===== config.mk =====
export PLATFORM = sky130hd
export DESIGN_NAME = inv_mixcolumns_serial
export DESIGN_NICKNAME = d
export VERILOG_FILES = /design/src/rtl/aes_pkg.sv /design/src/rtl/inv_mapcolumn.sv /design/src/rtl/inv_mixcolumns_serial.sv
export SDC_FILE = /design/constraint.sdc
export NUM_CORES = 1
export LEC_CHECK = 0
export BUFFER_PORTS_ARGS = -buffer_cell sky130_fd_sc_hd__buf_4
export CAP_MARGIN = 20
export CORE_MARGIN = 2
export CORE_UTILIZATION = 35
export DETAILED_ROUTE_END_ITERATION = 10
export PLACE_DENSITY_LB_ADDON = 0.1
export SYNTH_ARGS = -nofsm -noshare
export SYNTH_HDL_FRONTEND = slang
export SYNTH_HIERARCHICAL = 1
export SYNTH_SLANG_ARGS = --single-unit

===== constraint.sdc =====
create_clock -name clk -period 3.8 [get_ports clk]
set_clock_uncertainty 0.2 [all_clocks]
set_input_delay 0.19 -clock clk [delete_from_list [all_inputs] [get_ports clk]]
set_output_delay 0.19 -clock clk [all_outputs]
set_load 0.03 [all_outputs]

===== src/rtl/aes_pkg.sv =====
// Shared AES definitions: state geometry, GF(2^8) constants and arithmetic
// helpers used by both the forward and inverse column mixers.
package aes_pkg;

   localparam int WORD = 32;
   localparam int NB   = 4;

   localparam logic [7:0] GF_09 = 8'h09;
   localparam logic [7:0] GF_0B = 8'h0b;
   localparam logic [7:0] GF_0D = 8'h0d;
   localparam logic [7:0] GF_0E = 8'h0e;

   // low byte of the reduction polynomial 0x11B
   localparam logic [7:0] GF_POLY = 8'h1b;

   typedef enum logic [1:0] {
      ST_IDLE = 2'd0,
      ST_BUSY = 2'd1,
      ST_DONE = 2'd2
   } imc_state_e;

   function automatic logic [7:0] xtime(input logic [7:0] b);
      return {b[6:0], 1'b0} ^ (b[7] ? GF_POLY : 8'h00);
   endfunction

   // shift-and-add multiply; constant operands fold down to a few XORs
   function automatic logic [7:0] gf_mul(input logic [7:0] a, input logic [7:0] b);
      logic [7:0] acc;
      logic [7:0] sh;
      acc = 8'h00;
      sh  = a;
      for (int i = 0; i < 8; i++) begin
         if (b[i]) acc = acc ^ sh;
         sh = xtime(sh);
      end
      return acc;
   endfunction

endpackage


===== src/rtl/inv_mapcolumn.sv =====
// Combinational InvMixColumns on one 4-byte state column (row 0 = MSB byte).
module inv_mapcolumn #(
   parameter int WORD = aes_pkg::WORD
) (
   input  logic [WORD-1:0] col_i,
   output logic [WORD-1:0] col_o
);
   import aes_pkg::*;

   localparam int ROWS = 4;

   logic [7:0] a [ROWS];
   logic [7:0] r [ROWS];

   // split column into bytes, apply the 0e/0b/0d/09 circulant, repack
   always_comb begin
      col_o = '0;
      for (int i = 0; i < ROWS; i++) begin
         a[i] = col_i[WORD-1-8*i -: 8];
      end
      for (int i = 0; i < ROWS; i++) begin
         r[i] = gf_mul(a[i], GF_0E)
              ^ gf_mul(a[(i+1)%ROWS], GF_0B)
              ^ gf_mul(a[(i+2)%ROWS], GF_0D)
              ^ gf_mul(a[(i+3)%ROWS], GF_09);
         col_o[WORD-1-8*i -: 8] = r[i];
      end
   end

endmodule


===== src/rtl/inv_mixcolumns_serial.sv =====
// Column-serial InvMixColumns: captures a block, transforms one column per
// cycle through a single inv_mapcolumn, then holds the result until taken.
//
// state | meaning
// IDLE  | waiting for a block, i_ready high
// BUSY  | writing column cnt of the result each cycle
// DONE  | result valid, holding until o_ready
module inv_mixcolumns_serial #(
   parameter int WORD = aes_pkg::WORD,
   parameter int NB   = aes_pkg::NB
) (
   input  logic               clk,
   input  logic               rst,
   input  logic               i_valid,
   output logic               i_ready,
   input  logic [WORD*NB-1:0] i_block,
   output logic               o_valid,
   input  logic               o_ready,
   output logic [WORD*NB-1:0] o_block
);
   import aes_pkg::*;

   localparam int CW = (NB > 1) ? $clog2(NB) : 1;

   imc_state_e         state_q, state_d;
   logic [CW-1:0]      cnt_q, cnt_d;
   logic [WORD*NB-1:0] cap_q, cap_d;
   logic [WORD*NB-1:0] oblk_q, oblk_d;
   logic               ovalid_q, ovalid_d;

   logic [WORD-1:0]    col_in;
   logic [WORD-1:0]    col_out;

   // select the captured column addressed by the counter
   always_comb begin
      col_in = '0;
      for (int c = 0; c < NB; c++) begin
         if (cnt_q == CW'(c)) col_in = cap_q[WORD*(NB-c)-1 -: WORD];
      end
   end

   inv_mapcolumn #(.WORD(WORD)) u_map (
      .col_i (col_in),
      .col_o (col_out)
   );

   // next-state, counter, capture and output-column update
   always_comb begin
      state_d  = state_q;
      cnt_d    = cnt_q;
      cap_d    = cap_q;
      oblk_d   = oblk_q;
      ovalid_d = ovalid_q;
      case (state_q)
         ST_IDLE: begin
            if (i_valid) begin
               cap_d   = i_block;
               cnt_d   = '0;
               state_d = ST_BUSY;
            end
         end
         ST_BUSY: begin
            for (int c = 0; c < NB; c++) begin
               if (cnt_q == CW'(c)) oblk_d[WORD*(NB-c)-1 -: WORD] = col_out;
            end
            if (cnt_q == CW'(NB-1)) begin
               cnt_d    = '0;
               ovalid_d = 1'b1;
               state_d  = ST_DONE;
            end else begin
               cnt_d = cnt_q + CW'(1);
            end
         end
         ST_DONE: begin
            if (o_ready) begin
               ovalid_d = 1'b0;
               state_d  = ST_IDLE;
            end
         end
         default: begin
            state_d = ST_IDLE;
         end
      endcase
   end

   // state registers; reset overrides acceptance and handshake
   always_ff @(posedge clk) begin
      if (!rst) begin
         state_q  <= ST_IDLE;
         cnt_q    <= '0;
         cap_q    <= '0;
         oblk_q   <= '0;
         ovalid_q <= 1'b0;
      end else begin
         state_q  <= state_d;
         cnt_q    <= cnt_d;
         cap_q    <= cap_d;
         oblk_q   <= oblk_d;
         ovalid_q <= ovalid_d;
      end
   end

   assign i_ready = (state_q == ST_IDLE);
   assign o_valid = ovalid_q;
   assign o_block = oblk_q;

endmodule


==> impl_metrics.csv <==
group,metric,value,unit
routing,viasPerCell,4.91,
cells_and_area,drive_gt1_share,23.1,%
clock_network,tritoncts,"done",
logic_synthesis,synth_cells,1448,
logic_synthesis,synth_top_area_cell,"dfxtp_1",
power_and_ir_drop,seq_power_share,31.1,%
sta,setup_viol,0,
worst_setup_path,critPathKind,"reg2reg",
sta,fin_hold_ws,0.0433,ns
place,io_buffers,261,
grt,grt_use_met2,34.8,%
cells_and_area,layout.cells.non_filler,2292,
floorplan,num_rows,68,
logic_synthesis,synth_nets,1584,
routing,dr.pass1.iters,5,
cells_and_area,area_delta_synth_final,41.0,%
sta,hold_viol,0,
floorplan,fp.dieArea,36800,µm²
worst_setup_path,end_kind,"flop",
routing,vias,11252,
power_and_ir_drop,comb_power_share,39.3,%
grt,grt_pass1_wl,61200,µm
clock_network,clk_pin_slew_worst_paths,0.06,ns
worst_setup_path,critPathMaxStageDelay,0.55,ns
power_and_ir_drop,total_leakage_power,6.94,nW
power_and_ir_drop,p_total,0.0102,W
worst_setup_path,worstSetupStartpointType,"flop",
logic_synthesis,synth_top_area_share,42.3,%
sta,period_needed,3.66,ns
sta,finalCritPeriodShare,96.2,%
floorplan,pin_count,262,
sta,maxSlewViolCount,0,
sta,rsz0062_at_grt,"no",
routing,avgRoutedWirePerCell,17.4,µm
grt,grt_use_met3,2.63,%
logic_synthesis,syn-cell-area,12400,µm²
worst_setup_path,path_cells,"inv_1 > ha_2 > buf_12 > buf_4 > nand3b_1 > a31oi_2 > buf_4 > xnor2_4 > xnor3_2 > xnor2_2 > xnor3_1 > nand2_1 > o21ai_0",
sta,max_freq,274,MHz
grt,grt_overflow,0,
hold_path,hp-class,"in2reg",
sta,maxSlewHeadroom,40.6,%
logic_synthesis,synth_top_flop_cell,"dfxtp_1",
power_and_ir_drop,p_per_area,584,nW/µm²
routing,routed_wl,39800,µm
logic_synthesis,synth-seq-cells,261,
worst_setup_path,crit_fanout,40,
floorplan,die_w,192,µm
clock_network,numCtsBuffers,29,
worst_setup_path,crit_top_cell,"buf_4",
place,dp.cells,2103,
clock_network,clkSinkCount,261,
floorplan,fp.dieH,192,µm
cells_and_area,mostFrequentLayoutCell,"buf_4",
cells_and_area,fill_cells,3337,
power_and_ir_drop,switchingPower,0.00348,W
power_and_ir_drop,vdd_drop_max,0.472,mV
clock_network,cts_max_level,1,
grt,met1_usage,29.4,%
logic_synthesis,yosys-top-cells-area,"dfxtp_1 42%, nand3_1 10%, o21ai_0 10%",
worst_setup_path,critPathArrivalTime,3.87,ns
logic_synthesis,yosysWarnings,6,
clock_network,cts_buffer_depth,3,
routing,postRouteAntennaNets,0,
routing,drt_iter0_drc,828,
cells_and_area,nets,1950,
cells_and_area,layout_common_cells,"333 x buf_4, 261 x dfxtp_1, 256 x nand3_1",
worst_setup_path,worst_path_max_delay_cell,"xnor3_2",
sta,tns,0,ns
place,place_hpwl,28000,µm
logic_synthesis,synth.avg_cell_area,8.53,µm²
worst_setup_path,crit_required,4.01,ns
grt,grt-busiest-layer,"met2",
run,maxCapViolCount,0,
logic_synthesis,yosysSeqAreaShare,42.3,%
routing,drcViolationCount,0,
outcome,status,"completed",
worst_setup_path,path_delay_family,"XOR/XNOR gates",
floorplan,core_area,34600,µm²
sta,tightest_slew,0.892,ns
power_and_ir_drop,p_clk_share,29.6,%
power_and_ir_drop,swShare,34.3,%
clock_network,root_buffer,"clkbuf_16",
floorplan,initial_core_util,35.7,%
logic_synthesis,yosysUniqueCellTypes,38,
grt,grt_max_degree,137,
worst_setup_path,path_buf_inv,4,
cells_and_area,final_util,50.3,%
grt,antenna_found_initial,0,
logic_synthesis,synth-async-reset-ratio,0,%
logic_synthesis,synth_edf_count,0,
place,gp_congestion,0.875,
grt,grt_use_total,21.2,%
grt,first_global_vias,10922,
clock_network,clock_latency,0.56,ns
cells_and_area,diodes,0,
power_and_ir_drop,intPower,0.00668,W
-- layer usage --
| metal | share of wire [%] | up-vias |
|---|---|---|
| li1 | - | 5719 |
| met1 | 47 | 5190 |
| met2 | 46 | 291 |
| met3 | 4.9 | 52 |
| met4 | 2.4 | 0 |
| met5 | 0 | - |
-- per-stage QoR --
step | worst slack, ns | instance area (µm²)
after global routing | 0.000477 | 17400
after CTS | 0.0132 | 17300
final | 0.144 | 17400
after global placement | 0.0631 | 15000
after detailed placement | 0.0313 | 15000
after floorplan | 0.397 | 12400
-- power groups by stage --
stage / Combinational [W] / Clock [W] / Sequential (W)
2_1_floorplan: 0.00222 / 0 / 0.00351
3_3_place_gp: 0.00390 / 0 / 0.00322
3_5_place_dp: 0.00390 / 0 / 0.00322
4_1_cts: 0.00402 / 0.00308 / 0.00316
5_1_grt: 0.00430 / 0.00318 / 0.00319
6_report: 0.00400 / 0.00301 / 0.00316
-- final timing paths --
kind | startpoint | to | slack, ns | cells after the start
min | rst | o_block[70] | 0.04 | 3
max | cnt_q[1] | o_block[68] | 0.14 | 13
max reg2reg | cnt_q[1] | o_block[68] | 0.14 | 13
min reg2reg | cap_q[83] | cap_q[83] | 0.25 | 2
-- flip-flops by register name, summed over array words and instances, names as in the netlist --
| name | flops |
|---|---|
| state_q | 2 |
| cap_q | 128 |
| o_valid | 1 |
| o_block | 128 |
| cnt_q | 2 |
-- cell usage after synthesis, drive strengths merged, types with 2 or more instances --
| cell | instances |
|---|---|
| o2bb2ai | 32 |
| dfxtp | 261 |
| o21ai | 258 |
| nand3 | 256 |
| buf | 64 |
| xor2 | 38 |
| clkbuf | 80 |
| nor2 | 35 |
| ha | 4 |
| xnor2 | 114 |
| nand2 | 193 |
| xnor3 | 26 |
| a31oi | 32 |
| a21boi | 2 |
| xor3 | 3 |
| nand3b | 36 |
| nor3b | 2 |
| inv | 4 |
-- cell type report --
type                    count  area, µm²  area share, %
multi-input cells        1038       6490           37.3
well taps                 455        569           3.27
flip-flops and latches    261       5230           30.0
clock inverters            13        200           1.15
clock buffers              41        831           4.77
repair buffers            479       4080           23.4
inverters                   5       18.8          0.108
-- worst min-delay path, delay by kind of cell --
| kind | cells | cell delay, ns |
|---|---|---|
| AND/OR/NAND/NOR | 1 | 0.18 |
| buffers and inverters | 1 | 0.29 |
| AO/OA/AOI/OAI | 1 | 0.07 |
-- timing repair --
item,in CTS,in global routing
hold endpoints to repair,133,0
setup endpoints to repair,0,28
setup buffers,0,1
hold buffers,134,0
resized for setup,0,10
-- kinds of logic after synthesis --
kind of cell	count (synthesis)	synth area share, %
simple gates	524	19.9
compound gates	328	14.7
flops	261	42.3
xor+xnor	181	17.0
buf+inv	149	5.65
fa+ha+maj	4	0.405
mux	1	0.0810
No activity file was read; power rests on OpenSTA's default activity.
